### src/rtl/sad_frame_sequencer_pkg.sv
// Shared types and default limits for the stereo SAD frame sequencing logic.
package sad_pkg;

    typedef enum logic [2:0] {
        IDLE    = 3'd0,
        ARM     = 3'd1,
        CAPTURE = 3'd2,
        COMPUTE = 3'd3,
        DONE    = 3'd4
    } seq_state_t;

    localparam int unsigned DEF_SKEW_LIMIT  = 4096;
    localparam int unsigned DEF_SAD_TIMEOUT = 1048576;
    localparam int unsigned DEF_CNT_WIDTH   = 16;

endpackage

### src/rtl/sad_watchdog.sv
// Saturating cycle counter with clear/load/enable and a terminal-count flag.
module sad_watchdog #(
    parameter int unsigned LIMIT = 16
) (
    input  logic clk,
    input  logic rst_n,
    input  logic clr,
    input  logic load,
    input  logic en,
    output logic term_c
);

    localparam int unsigned CW = $clog2(LIMIT + 1);

    logic [CW-1:0] cnt_q;
    logic [CW-1:0] cnt_d;

    // load starts at 1 so the count equals the number of elapsed cycles
    always_comb begin
        cnt_d = cnt_q;
        if (clr) begin
            cnt_d = '0;
        end else if (load) begin
            cnt_d = CW'(1);
        end else if (en && (cnt_q != CW'(LIMIT))) begin
            cnt_d = cnt_q + CW'(1);
        end
    end

    always_ff @(posedge clk or negedge rst_n) begin
        if (!rst_n) begin
            cnt_q <= '0;
        end else begin
            cnt_q <= cnt_d;
        end
    end

    assign term_c = (cnt_q == CW'(LIMIT));

endmodule

### src/rtl/sad_frame_sequencer.sv
// Frame-pair controller: gates capture, launches the SAD engine, and watches
// inter-camera skew and SAD runtime.
module sad_frame_sequencer
    import sad_pkg::*;
#(
    parameter int unsigned SKEW_LIMIT  = DEF_SKEW_LIMIT,
    parameter int unsigned SAD_TIMEOUT = DEF_SAD_TIMEOUT,
    parameter int unsigned CNT_WIDTH   = DEF_CNT_WIDTH
) (
    input  logic                 clk,
    input  logic                 rst_n,
    input  logic                 run,
    input  logic                 clr_err,
    input  logic                 cam1_frame_valid,
    input  logic                 cam2_frame_valid,
    input  logic                 cap1_done,
    input  logic                 cap2_done,
    input  logic                 sad_done,
    output logic                 cap_en,
    output logic                 sad_start,
    output logic                 frame_done,
    output logic                 busy,
    output logic [2:0]           state,
    output logic [CNT_WIDTH-1:0] frame_cnt,
    output logic                 err_skew,
    output logic                 err_sad_timeout
);

    seq_state_t           state_q, state_d;
    logic                 got1_q, got1_d, got2_q, got2_d;
    logic                 cap_en_q, cap_en_d;
    logic                 sad_start_q, sad_start_d;
    logic                 frame_done_q, frame_done_d;
    logic                 busy_q, busy_d;
    logic [CNT_WIDTH-1:0] frame_cnt_q, frame_cnt_d;
    logic                 err_skew_q, err_skew_d;
    logic                 err_tmo_q, err_tmo_d;

    logic seen1, seen2;
    logic set_skew, set_tmo;
    logic skew_load, skew_en, skew_clr, skew_term_c;
    logic tmo_load, tmo_en, tmo_clr, tmo_term_c;

    always_comb begin
        state_d   = state_q;
        got1_d    = got1_q;
        got2_d    = got2_q;
        seen1     = got1_q | cap1_done;
        seen2     = got2_q | cap2_done;
        set_skew  = 1'b0;
        set_tmo   = 1'b0;
        skew_load = 1'b0;
        skew_en   = 1'b0;
        tmo_en    = 1'b0;

        unique case (state_q)
            IDLE: begin
                if (run) state_d = ARM;
            end
            ARM: begin
                if (!run) begin
                    state_d = IDLE;
                end else if (!cam1_frame_valid && !cam2_frame_valid) begin
                    state_d = CAPTURE;
                end
            end
            CAPTURE: begin
                // a completing pulse beats skew expiry in the same cycle
                if (seen1 && seen2) begin
                    state_d = COMPUTE;
                    got1_d  = 1'b0;
                    got2_d  = 1'b0;
                end else if ((got1_q || got2_q) && skew_term_c) begin
                    set_skew = 1'b1;
                    got1_d   = 1'b0;
                    got2_d   = 1'b0;
                    state_d  = ARM;
                end else begin
                    got1_d    = seen1;
                    got2_d    = seen2;
                    skew_load = !(got1_q || got2_q) && (seen1 || seen2);
                    skew_en   = got1_q || got2_q;
                end
            end
            COMPUTE: begin
                tmo_en = 1'b1;
                // sad_start_q marks the first COMPUTE cycle, where sad_done is ignored
                if (sad_done && !sad_start_q) begin
                    state_d = DONE;
                end else if (tmo_term_c) begin
                    set_tmo = 1'b1;
                    state_d = ARM;
                end
            end
            DONE: begin
                state_d = run ? ARM : IDLE;
            end
            default: begin
                state_d = IDLE;
            end
        endcase

        tmo_load = (state_q == CAPTURE) && (state_d == COMPUTE);
        skew_clr = !(skew_load || skew_en);
        tmo_clr  = !(tmo_load || tmo_en);

        cap_en_d     = (state_d == CAPTURE);
        sad_start_d  = tmo_load;
        frame_done_d = (state_d == DONE);
        busy_d       = (state_d != IDLE);
        frame_cnt_d  = (state_q == DONE) ? frame_cnt_q + CNT_WIDTH'(1) : frame_cnt_q;
        err_skew_d   = set_skew | (err_skew_q & ~clr_err);
        err_tmo_d    = set_tmo  | (err_tmo_q  & ~clr_err);
    end

    always_ff @(posedge clk or negedge rst_n) begin
        if (!rst_n) begin
            state_q      <= IDLE;
            got1_q       <= 1'b0;
            got2_q       <= 1'b0;
            cap_en_q     <= 1'b0;
            sad_start_q  <= 1'b0;
            frame_done_q <= 1'b0;
            busy_q       <= 1'b0;
            frame_cnt_q  <= '0;
            err_skew_q   <= 1'b0;
            err_tmo_q    <= 1'b0;
        end else begin
            state_q      <= state_d;
            got1_q       <= got1_d;
            got2_q       <= got2_d;
            cap_en_q     <= cap_en_d;
            sad_start_q  <= sad_start_d;
            frame_done_q <= frame_done_d;
            busy_q       <= busy_d;
            frame_cnt_q  <= frame_cnt_d;
            err_skew_q   <= err_skew_d;
            err_tmo_q    <= err_tmo_d;
        end
    end

    sad_watchdog #(.LIMIT(SKEW_LIMIT)) u_skew_wd (
        .clk    (clk),
        .rst_n  (rst_n),
        .clr    (skew_clr),
        .load   (skew_load),
        .en     (skew_en),
        .term_c (skew_term_c)
    );

    sad_watchdog #(.LIMIT(SAD_TIMEOUT)) u_tmo_wd (
        .clk    (clk),
        .rst_n  (rst_n),
        .clr    (tmo_clr),
        .load   (tmo_load),
        .en     (tmo_en),
        .term_c (tmo_term_c)
    );

    assign cap_en          = cap_en_q;
    assign sad_start       = sad_start_q;
    assign frame_done      = frame_done_q;
    assign busy            = busy_q;
    assign state           = state_q;
    assign frame_cnt       = frame_cnt_q;
    assign err_skew        = err_skew_q;
    assign err_sad_timeout = err_tmo_q;

endmodule

### config.mk
export PLATFORM = sky130hd
export DESIGN_NAME = sad_frame_sequencer
export DESIGN_NICKNAME = d
export VERILOG_FILES = /design/src/rtl/sad_frame_sequencer_pkg.sv /design/src/rtl/sad_watchdog.sv /design/src/rtl/sad_frame_sequencer.sv
export SDC_FILE = /design/constraint.sdc
export NUM_CORES = 1
export LEC_CHECK = 0
export CELL_PAD_IN_SITES_DETAIL_PLACEMENT = 0
export CELL_PAD_IN_SITES_GLOBAL_PLACEMENT = 1
export CORE_ASPECT_RATIO = 0.75
export CORE_MARGIN = 2
export CORE_UTILIZATION = 50
export CTS_BUF_LIST = sky130_fd_sc_hd__clkbuf_4 sky130_fd_sc_hd__clkbuf_8
export DETAILED_ROUTE_END_ITERATION = 16
export DONT_BUFFER_PORTS = 1
export GPL_TIMING_DRIVEN = 0
export PLACE_DENSITY_LB_ADDON = 0.2
export SLEW_MARGIN = 20
export SYNTH_ARGS = -nofsm -noshare
export SYNTH_HDL_FRONTEND = slang
export SYNTH_SLANG_ARGS = --single-unit
### constraint.sdc
create_clock -name clk -period 3.37 [get_ports clk]
set_input_delay 0.674 -clock clk [delete_from_list [all_inputs] [get_ports clk]]
set_output_delay 0.674 -clock clk [all_outputs]
set_load 0.02 [all_outputs]
# After elaboration in Yosys (flattened, before gate mapping)
# Index checks and enable logic that the tools add are counted.
word_totals:
  ff_bits: 61
  out_inout_bits: 25
  word_cells: 85
classes:
  n_addsub: 3
  eq_ne: 13
  n_mux: 32
  n_bitwise: 7
  n_reduce_logical: 18
ops:
  columns: ["op", "count"]
  rows:
  - ["two-way mux 21 bit", 3]
  - ["two-way mux 13 bit", 3]
  - ["adder 21 x 1 -> 21 bit (second input constant)", 1]
  - ["equality test 21 bit (second input constant)", 1]
  - ["two-way mux 3 bit", 7]
  - ["!= test 21 bit (second input constant)", 1]
  - ["two-way mux 1 bit", 18]
  - ["adder 16 x 1 -> 16 bit (second input constant)", 1]
  - ["one-hot mux 3 bit (5 select lines)", 1]
  - ["adder 13 x 1 -> 13 bit (second input constant)", 1]
  - ["equality test 13 bit (second input constant)", 1]
  - ["!= test 13 bit (second input constant)", 1]
  - ["equality test 3 x 2 -> 1 bit (second input constant)", 4]
  - ["logical AND 1 bit", 8]
  - ["equality test 3 bit (second input constant)", 2]
  - ["!= test 3 x 2 -> 1 bit (second input constant)", 2]
  - ["logical NOT 1 bit", 4]
  - ["logical OR 1 bit", 4]
  - ["OR 1 bit", 4]
  - ["equality test 3 x 1 -> 1 bit (second input constant)", 1]
  - ["logical NOT 3 bit", 1]
  - ["nonzero test 3 bit", 1]
  - ["AND 1 bit", 2]
  - ["NOT 1 bit", 1]

# Longest topological paths before layout
# Gate-level depths: netlist of run 1.
logic_depth:
  word_depth: 9
  mapped_depth: 7
  mapped_depth_nobuf: 6

# By module
# A second synthesis of run 1 with hierarchy kept.
unflattened:
  cells_unflattened: 339
  hier_area_um2: 3288.2
modules_own_cells:
  columns: ["module", "instances", "cells_per_inst", "area_per_inst_um2"]
  rows:
  - ["sad_frame_sequencer", 1, 125, 1305.0]
  - ["sad_watchdog (u_tmo_wd)", 1, 137, 1262.5]
  - ["sad_watchdog (u_skew_wd)", 1, 77, 720.7]

# Worst setup path before layout of run 1
# No wires, ideal clock.
synth_path:
  path_type: "reg2reg"
  start: "register state_q[0], in the netlist state[0]"
  end: "register u_skew_wd.cnt_q[5]"
  setup_time_ps: 69
  t_arrival_ps: 1681
  required_time_ps: 3301
  setup_slack_ps: 1620
  stages_incl_launch_ff: 6
  synth_period_minus_slack_ps: 1750
  cell_sequence: "dfrtp_1 -> or3b_1 -> buf_2 -> or3_4 -> buf_6 -> nor2_2"
synth_between:
  elab_chain_cells: 4
  elab_cells_between_ends: 8
synth_lines:
  columns: ["element", "line", "rtl"]
  rows:
  - ["start: declaration", "sad_frame_sequencer.sv:29", "seq_state_t state_q, state_d;"]
  - ["start signal: assignment", "sad_frame_sequencer.sv:129", "state_q <= state_d;"]
  - ["equality test 3 x 2 -> 1 bit *", "sad_frame_sequencer.sv:56", "unique case (state_q)"]
  - ["two-way mux 1 bit", "sad_frame_sequencer.sv:56", null]
  - ["logical OR 1 bit, or another cell as far along", "sad_frame_sequencer.sv:104", "skew_clr = !(skew_load || skew_en);"]
  - ["!= test 3 x 2 -> 1 bit (no line) or two-way mux 13 bit (tied branches)", null, null]
  - ["end signal: assignment", "sad_watchdog.sv:34", "cnt_q <= cnt_d;"]
  - ["end: declaration", "sad_watchdog.sv:15", "logic [CW-1:0] cnt_q;"]
# Every way passes the cells marked *; elsewhere a longest branch is shown, timed or not.
# A chain may end at the register's enable or synchronous reset.

# Worst setup path in the final report of run 1
layout_path:
  start: "register u_tmo_wd.cnt_q[0]"
  end: "register u_tmo_wd.cnt_q[2]"
layout_between:
  elab_chain_cells: 8
  elab_cells_between_ends: 14
layout_lines:
  columns: ["element", "line", "rtl"]
  rows:
  - ["start: declaration", "sad_watchdog.sv:15", null]
  - ["start signal: assignment", "sad_watchdog.sv:34", null]
  - ["equality test 21 bit", "sad_watchdog.sv:38", "assign term_c = (cnt_q == CW'(LIMIT));"]
  - ["two-way mux 3 bit", "sad_frame_sequencer.sv:90", "end else if (tmo_term_c) begin"]
  - ["two-way mux 3 bit", "sad_frame_sequencer.sv:88", "if (sad_done && !sad_start_q) begin"]
  - ["one-hot mux 3 bit (5 select lines)", "sad_frame_sequencer.sv:56", null]
  - ["equality test 3 x 2 -> 1 bit", "sad_frame_sequencer.sv:103", "tmo_load = (state_q == CAPTURE) && (state_d == COMPUTE);"]
  - ["logical AND 1 bit", "sad_frame_sequencer.sv:103", null]
  - ["logical OR 1 bit or two-way mux 21 bit (tied branches)", "sad_frame_sequencer.sv:105, sad_watchdog.sv:23", null]
  - ["!= test 3 x 2 -> 1 bit (no line) or two-way mux 21 bit (tied branches)", null, null]
# Parallel ways exist; a longest one is shown, timed or not. The select of a mux whose other input is x is not followed.

==> impl_metrics.csv, run 1 <==
group,metric,value,unit
sta,worst_slack,1170,ps
sta,relSlewSlack,42.4,%
yosys,synth_cells,301,
route,routed_wl,6260,um
yosys,synth_top_cells_by_area,"dfrtp_1 (50%), xnor2_1 (6.3%), xor2_1 (4.6%), nand3_1 (3.4%), nor2_1 (3.0%)",
die,num_rows,24,
die,start_util,52.1,%
sta,fmax,0.455,GHz
final_layout,drive_gt1_share,10.7,%
pwr,p_leak,1.39,nW
critical_path,endpoint,"u_tmo_wd.cnt_q[2]",
clock_tree,cts.clk_slew.worst_paths,70,ps
pwr,p_seq_share,47.5,%
die,die-area,0.00675,mm^2
final_layout,syn2layout_area_growth,11.1,%
route,post_drt_wl_per_cell,15.8,um
global_route,grt_pass1_vias,2183,
final_layout,nNetsFinal,328,
global_route,grt_max_degree,62,
route,drc,0,
global_route,grt_usage,20.6,%
yosys,synth_top_cell_by_area,"dfrtp_1",
die,core-area,0.00586,mm^2
clock_tree,post_cts_buffers,0,
pwr,power.total,1.89,mW
critical_path,cp-startpoint,"u_tmo_wd.cnt_q[0]",
run_status,status,"complete, no violations",
global_route,grt_pass1_wl,10700,um
final_layout,antenna_cells,0,
yosys,syn_nets,315,
critical_path,cpPeakStageDelay,720,ps
route,ant_nets,0,
clock_tree,clockRootBuffer,"clkbuf_8",
yosys,synth_edf_count,0,
die,ioPinCount,34,
global_route,antenna_found_initial,0,
place,place_hpwl,4320,um
sta,rsz0062_at_grt,"false",
sta,slew_violations,0,
pwr,p_int,1.31,mW
sta,setup_viol,0,
yosys,ys_top_cells_by_count,"dfrtp_1 (61), nor2_1 (24), xnor2_1 (22)",
critical_path,end_kind,"flop",
yosys,syn_area,0.00305,mm^2
critical_path,required,3560,ps
pwr,ir_drop,0.293,mV
critical_path,crit_chain,"inv_1 -> ha_1 -> nor4b_1 -> nand2_1 -> o21ai_1 -> nor2_1",
critical_path,critPathKind,"reg2reg",
clock_tree,cts_tree,"built",
final_layout,fin_cells,397,
place,dpl-instance-area,0.00315,mm^2
clock_tree,clockBufferDepth,2,
yosys,yosysTopAreaCellShare,50.1,%
critical_path,worstPathArrival,2380,ps
route,viasPerCell,5.66,
final_layout,stdcell_area,0.00339,mm^2
clock_tree,htree_levels,3,
route,firstDrtPassIters,4,
sta,clock_skew,9.83,ps
sta,hold_viol,0,
clock_tree,cts_buffers,9,
yosys,ys_seq_area_share,50.1,%
place,dpl.cell_count,379,
sta,finalSetupTns,0,ps
pwr,combPwrFrac,14.2,%
yosys,async_flop_share,100,%
yosys,synth.yosys.warnings,0,
pwr,power_density,557,mW/mm^2
route,drtIter0Drc,102,
pwr,p_sw_share,30.5,%
place,place_ws,1190,ps
yosys,ys_ff_latch,61,
pwr,p_sw,0.575,mW
place,portBuffers,0,
yosys,synth_cell_type_count,51,
sta,period_share,65.2,%
sta,min_period,2200,ps
sta,tightest_slew,859,ps
clock_tree,post_cts_resized,0,
die,die_h,71.6,um
critical_path,r2r_cells,6,
critical_path,worstReg2RegEnd,"u_tmo_wd.cnt_q[2]",
global_route,overflow,0,
job,cap_violations,0,
critical_path,startpoint_type,"flop",
final_layout,fill_cells,511,
critical_path,rrSetupSlack,1170,ps
critical_path,r2r_start,"u_tmo_wd.cnt_q[0]",
yosys,synthMostInstantiatedCell,"dfrtp_1",
yosys,syn_avg_cell_area,10.1,um^2
critical_path,crit_fanout,9,
worst_hold_path,hold_class,"in2async",
yosys,yosys_most_used_dff,"dfrtp_1",
sta,whs,28.0,ps
final_layout,final_util,57.9,%
route,dr_total_vias,2248,
critical_path,cp_slowest_cell,"o21ai_1",
place,gp_congestion,0.812,
clock_tree,cts_num_sinks,61,
die,die_w,94.2,um
clock_tree,clk_latency,330,ps
pwr,clkPwrFrac,38.2,%
-- power groups by stage --
stage / logic, mW / registers (mW) / clock network (mW)
after global placement: 0.262 / 0.910 / 0
final: 0.269 / 0.897 / 0.722
after floorplan: 0.210 / 0.891 / 0
after CTS: 0.265 / 0.897 / 0.740
after global routing: 0.316 / 0.909 / 0.775
after detailed placement: 0.264 / 0.912 / 0
-- repair_timing --
item	CTS	global route
endpoints found under the setup margin	0	0
endpoints found under the hold margin	0	11
hold buffers	0	2
-- final cells by class --
class | instances | area [um^2] | share of cell area [%]
well taps | 78 | 97.6 | 2.88
clock buffers | 9 | 124 | 3.66
flip-flops and latches | 61 | 1530 | 45.1
repair buffers | 2 | 20.0 | 0.591
plain buffers | 7 | 36.3 | 1.07
clock inverters | 7 | 97.6 | 2.88
inverters | 9 | 33.8 | 0.997
multi-input cells | 224 | 1450 | 42.9
-- registers in the layout, indices dropped and copies added (netlist names), 3 cells and up --
signal,flops
frame_cnt,16
u_skew_wd.cnt_q,13
state,3
u_tmo_wd.cnt_q,21
-- critical path, delay by kind of cell, from the launching register on --
kind | cells | cell delay (ps)
compound gates | 1 | 720
flops | 1 | 410
simple gates | 3 | 670
fa+ha+maj | 1 | 150
buf+inv | 1 | 110
-- cell usage in the layout, fill, tap and decap left out, types with 2 or more instances in the layout --
cell type / count
nand2b_1: 2
nor2_2: 10
xor2_1: 16
dlygate4sd3_1: 2
nand4_1: 13
dfrtp_1: 61
nand2_1: 17
inv_1: 9
nand3_1: 21
and4_1: 6
clkbuf_1: 4
nor4_1: 7
nor2_1: 24
and2_1: 5
a211oi_1: 2
bufinv_16: 2
nor3b_1: 3
or2_2: 2
or3b_1: 2
clkinvlp_4: 2
o21ai_0: 12
and3_1: 7
ha_1: 5
clkbuf_8: 9
or3_1: 8
nor3_1: 4
xnor2_1: 22
a21oi_1: 10
nor4b_1: 3
-- metal layers --
layer  track usage [%]  up-vias  part of all wire (%)
met5                 0        -                     0
met4              7.73        0                   1.6
met3              5.99       10                   6.4
met2              27.4       56                    40
met1              31.7     1072                    52
li1                  -     1110                     -
-- worst min path at each step --
stage | from | to | slack (ps) | depth (start not counted)
final | rst_n | u_tmo_wd.cnt_q[17] | 30 | 0
after global routing | rst_n | u_tmo_wd.cnt_q[7] | 3 | 0
after CTS | rst_n | frame_cnt[2] | 10 | 0
after detailed placement | rst_n | u_tmo_wd.cnt_q[17] | 380 | 0
after global placement | rst_n | u_tmo_wd.cnt_q[17] | 380 | 0
after floorplan | rst_n | busy | 380 | 0
-- logic make-up (layout without fill, tap and decap cells) --
family | after synthesis | in the layout | synth area share [%]
AND/OR/NAND/NOR | 141 | 141 | 26.3
buffers and inverters | 16 | 34 | 2.30
multiplexers | 1 | 1 | 0.369
flip-flops | 61 | 61 | 50.1
AO/OA/AOI/OAI | 39 | 39 | 8.04
adder cells (fa/ha/maj) | 5 | 5 | 2.05
XOR/XNOR | 38 | 38 | 10.9
Note: power is estimated with default switching activity, not from simulation.
==> run 2, diff against run 1 <==
CORE_UTILIZATION = 46   (was 50)
clock period = 2 ns   (was 3.37 ns; I/O delays follow)
==> impl_metrics.csv, run 2 (synthesis gave the netlist of run 1 again) <==
group,metric,value,unit
worst_hold_path,hold_start,"cap1_done",
clock_tree,cts_tree,"built",
global_route,antenna_found_initial,0,
clock_tree,clk_latency,340,ps
critical_path,r2r_start,"u_tmo_wd.cnt_q[12]",
sta,min_period,1880,ps
route,routed_wl,6470,um
die,ioPinCount,34,
clock_tree,cts_buffers,9,
clock_tree,clockBufferDepth,2,
sta,relSlewSlack,64.9,%
pwr,ir_drop,0.491,mV
die,start_util,48.0,%
critical_path,worstReg2RegEnd,"cap_en",
clock_tree,cts_num_sinks,61,
pwr,power_density,938,mW/mm^2
place,dpl-instance-area,0.00315,mm^2
critical_path,required,2190,ps
critical_path,crit_fanout,6,
sta,setup_viol,0,
die,die_w,98.0,um
worst_hold_path,hold_class,"in2reg",
sta,slew_violations,0,
final_layout,syn2layout_area_growth,13.1,%
clock_tree,cts.clk_slew.worst_paths,70,ps
final_layout,nNetsFinal,328,
worst_hold_path,min_path_cells,1,
critical_path,end_kind,"flop",
critical_path,crit_family,"simple AND/OR/NAND/NOR gates",
die,core-area,0.00635,mm^2
final_layout,top_register,"u_tmo_wd.cnt_q",
pwr,p_seq_share,46.8,%
pwr,p_sw_share,31.2,%
route,viasPerCell,5.71,
place,dpl.cell_count,382,
clock_tree,htree_levels,3,
sta,clock_skew,9.07,ps
die,die_h,74.5,um
critical_path,crit_chain,"nor4_1 -> nand3_1 -> a211oi_2 -> a21boi_0",
critical_path,rrSetupSlack,120,ps
critical_path,startpoint_type,"flop",
pwr,p_int,2.23,mW
final_layout,stdcell_area,0.00345,mm^2
job,cap_violations,0,
sta,period_share,93.9,%
pwr,combPwrFrac,15.4,%
final_layout,final_util,54.3,%
route,drc,0,
clock_tree,clockRootBuffer,"clkbuf_8",
place,gp_congestion,0.805,
route,dr_total_vias,2283,
critical_path,cp_slowest_cell,"dfrtp_1",
final_layout,drive_gt1_share,13.8,%
route,firstDrtPassIters,4,
pwr,p_sw,1.01,mW
place,portBuffers,0,
critical_path,cp.depth,4,
final_layout,antenna_cells,0,
global_route,overflow,0,
final_layout,final_cell_mix,"dfrtp_1 (58), nor2_1 (24), xnor2_1 (22), nand3_1 (21), nand2_1 (17)",
pwr,p_leak,1.40,nW
critical_path,r2r_cells,4,
final_layout,final_common_cell,"dfrtp_1",
critical_path,worstPathArrival,2070,ps
final_layout,fill_cells,574,
critical_path,cpPeakStageDelay,440,ps
critical_path,critPathKind,"reg2reg",
pwr,clkPwrFrac,37.8,%
sta,tightest_slew,522,ps
critical_path,crit_buf_inv,0,
final_layout,fin_cells,400,
die,die-area,0.00730,mm^2
global_route,grt_pass1_vias,2139,
final_layout,largest_reg_flops,21,
sta,fmax,0.533,GHz
global_route,grt_max_degree,62,
sta,hold_viol,0,
route,drtIter0Drc,129,
global_route,grt_pass1_wl,10900,um
route,post_drt_wl_per_cell,16.2,um
place,place_hpwl,4390,um
global_route,grt_usage,19.3,%
route,ant_nets,0,
run_status,status,"complete, no violations",
sta,finalSetupTns,0,ps
sta,whs,147,ps
die,num_rows,25,
worst_hold_path,whs_endpoint,"got2_q",
-- run 2: cell count changes in the layout (fill, tap and decap cells not counted), moves of 2 or more --
cell	change
nor4b_2	+2
nor4b_1	-2
dfrtp_1	-3
dfrtp_2	+3
-- run 2: area by class of cell --
type / instances / area, um^2 / area share, %
flip-flops and latches: 61 / 1530 / 44.4
multi-input cells: 224 / 1490 / 43.2
clock buffers: 9 / 124 / 3.59
well taps: 81 / 101 / 2.94
clock inverters: 7 / 97.6 / 2.83
repair buffers: 2 / 37.5 / 1.09
plain buffers: 7 / 36.3 / 1.05
inverters: 9 / 33.8 / 0.979
-- run 2: through the flow --
stage / total power, mW / worst slack (ps)
6_report: 3.23 / 123
5_1_grt: 3.42 / -24.3
4_1_cts: 3.26 / 44.1
3_5_place_dp: 1.98 / -158
3_3_place_gp: 1.98 / -142
2_1_floorplan: 1.86 / 250
-- run 2: power groups by stage --
stage | Sequential [mW] | Clock (mW) | Combinational [mW]
floorplan | 1.50 | 0 | 0.354
global placement | 1.53 | 0 | 0.444
detailed placement | 1.54 | 0 | 0.447
CTS | 1.51 | 1.26 | 0.487
global route | 1.54 | 1.31 | 0.570
finish | 1.52 | 1.22 | 0.497
-- run 2: timing repair --
item / 4_1_cts / 5_1_grt
hold buffers: 2 / 0
endpoints found under the setup margin: 9 / 20
buffers inserted: 0 / 0
endpoints found under the hold margin: 61 / 0
resized for setup: 1 / 9
-- run 2: routing by layer --
metal  vias up  part of all wire (%)  GRT usage, %
met3         5                   6.4          8.08
li1       1100                     -             -
met4         0                  0.97          5.56
met5         -                     0             0
met1      1129                    51          28.4
met2        49                    41          25.7
-- run 2: worst max-delay path by stage --
| stage | startpoint | end | slack (ps) |
|---|---|---|---|
| global placement | u_tmo_wd.cnt_q[0] | u_tmo_wd.cnt_q[3] | -140 |
| finish | u_tmo_wd.cnt_q[12] | cap_en | 120 |
| detailed placement | u_tmo_wd.cnt_q[0] | u_tmo_wd.cnt_q[2] | -160 |
| global route | u_tmo_wd.cnt_q[4] | u_tmo_wd.cnt_q[18] | -20 |
| floorplan | state[0] | u_skew_wd.cnt_q[5] | 250 |
| CTS | u_tmo_wd.cnt_q[17] | cap_en | 40 |
==> run 3, diff against run 2 <==
CORE_MARGIN = default   (was 2)
==> impl_metrics.csv, run 3 (synthesis gave the netlist of run 1 again) <==
group,metric,value,unit
sta,period_share,93.5,%
clock_tree,cts.clk_slew.worst_paths,70,ps
die,start_util,48.0,%
final_layout,syn2layout_area_growth,12.9,%
clock_tree,post_cts_buffers,0,
sta,relSlewSlack,66.6,%
route,ant_nets,0,
die,die_w,96.0,um
global_route,overflow,0,
clock_tree,cts_tree,"built",
sta,hold_viol,0,
sta,tightest_slew,501,ps
sta,rsz0062_at_grt,"false",
final_layout,fill_cells,577,
sta,fmax,0.535,GHz
global_route,top_usage_layer,"met1",
clock_tree,cts_buffers,9,
critical_path,r2r_start,"u_tmo_wd.cnt_q[12]",
critical_path,worstPathArrival,2060,ps
place,dpl.cell_count,382,
final_layout,final_cell_mix,"dfrtp_1 (58), nor2_1 (24), xnor2_1 (22), nand3_1 (21), nand2_1 (17)",
global_route,grtUsageMet3,7.86,%
worst_hold_path,whs_endpoint,"got2_q",
worst_hold_path,min_path_cells,1,
route,drc,0,
critical_path,required,2190,ps
critical_path,startpoint_type,"flop",
die,num_rows,25,
clock_tree,cts_num_sinks,61,
sta,slew_violations,0,
global_route,grt_pass1_wl,10300,um
sta,setup_viol,0,
global_route,grt_usage,20.0,%
global_route,met2_usage,26.8,%
die,die-area,0.00696,mm^2
route,drtIter0Drc,66,
global_route,antenna_found_initial,0,
final_layout,largest_reg_flops,21,
final_layout,nNetsFinal,328,
route,viasPerCell,5.66,
critical_path,end_kind,"flop",
final_layout,fin_cells,400,
place,gp_congestion,0.763,
pwr,power_density,940,mW/mm^2
place,place_hpwl,4290,um
global_route,grt_max_degree,62,
worst_hold_path,hold_class,"in2reg",
clock_tree,clockBufferDepth,2,
clock_tree,clockRootBuffer,"clkbuf_8",
critical_path,worstReg2RegEnd,"cap_en",
critical_path,rrSetupSlack,130,ps
global_route,grt_pass1_vias,2124,
sta,whs,149,ps
place,portBuffers,0,
critical_path,critPathKind,"reg2reg",
run_status,status,"complete, no violations",
clock_tree,clk_latency,350,ps
pwr,ir_drop,0.471,mV
die,ioPinCount,34,
route,post_drt_wl_per_cell,15.4,um
final_layout,final_common_cell,"dfrtp_1",
route,routed_wl,6160,um
global_route,grt_use_met1,29.5,%
worst_hold_path,hold_start,"cap1_done",
route,firstDrtPassIters,4,
critical_path,crit_fanout,6,
final_layout,antenna_cells,0,
die,die_h,72.5,um
job,cap_violations,0,
die,core-area,0.00635,mm^2
critical_path,r2r_cells,4,
sta,clock_skew,11.6,ps
clock_tree,htree_levels,3,
route,dr_total_vias,2263,
pwr,p_leak,1.40,nW
final_layout,top_register,"u_tmo_wd.cnt_q",
final_layout,drive_gt1_share,13.2,%
sta,min_period,1870,ps
## run 3: cell counts in the layout (fill, tap and decap cells not counted)
Identical to the previous run, type by type.
## run 3: metrics by stage
stage	TNS (ps)	cell area (um^2)	utilization [%]	power, mW	worst slack (ps)
floorplan	0	3050	-	1.86	250
global placement	-1100	3150	49.6	1.98	-149
detailed placement	-1150	3150	49.6	1.98	-151
CTS	0	3410	53.8	3.26	1.34
global route	0	3440	54.2	3.40	11.5
finish	0	3440	54.2	3.23	129
## run 3: worst max path at each step
| stage | from | end | depth (start not counted) |
|---|---|---|---|
| finish | u_tmo_wd.cnt_q[12] | cap_en | 4 |
| detailed placement | u_tmo_wd.cnt_q[16] | u_tmo_wd.cnt_q[3] | 4 |
| global placement | u_tmo_wd.cnt_q[0] | u_tmo_wd.cnt_q[3] | 6 |
| floorplan | state[0] | u_skew_wd.cnt_q[5] | 5 |
| global route | u_tmo_wd.cnt_q[12] | cap_en | 4 |
| CTS | u_tmo_wd.cnt_q[16] | cap_en | 4 |
## run 3: layer usage
metal / routed length, um / share of wire [%]
met1: 3220 / 52
met2: 2500 / 41
met3: 393 / 6.4
met4: 46 / 0.75
met5: 0 / 0
## run 3: layout make-up
| type | instances | area, um^2 | area share (%) |
|---|---|---|---|
| Buffer | 7 | 36.3 | 1.05 |
| Clock buffer | 9 | 124 | 3.60 |
| Clock inverter | 7 | 97.6 | 2.84 |
| Inverter | 9 | 33.8 | 0.981 |
| Multi-Input combinational cell | 224 | 1480 | 43.0 |
| Sequential cell | 61 | 1530 | 44.5 |
| Tap cell | 81 | 101 | 2.94 |
| Timing Repair Buffer | 2 | 37.5 | 1.09 |
## run 3: critical path, cell delays in order (launching register included)
cell and delay (ps):
dfrtp_1 450, nor4_1 390, nand3_1 280, a211oi_1 410, a21boi_0 180
## run 3: repair_timing
action                                 in CTS  in global routing
endpoints found under the hold margin      61                  0
setup endpoints to repair                   9                 26
gates resized for setup                     1                  7
hold buffers                                2                  0
cloned                                      0                  0
## run 3: power breakdown
part | internal (mW) | switching [mW] | total [mW]
sequential | 1.33 | 0.188 | 1.52
clock | 0.705 | 0.522 | 1.23
combinational | 0.193 | 0.298 | 0.491
total | 2.23 | 1.01 | 3.23
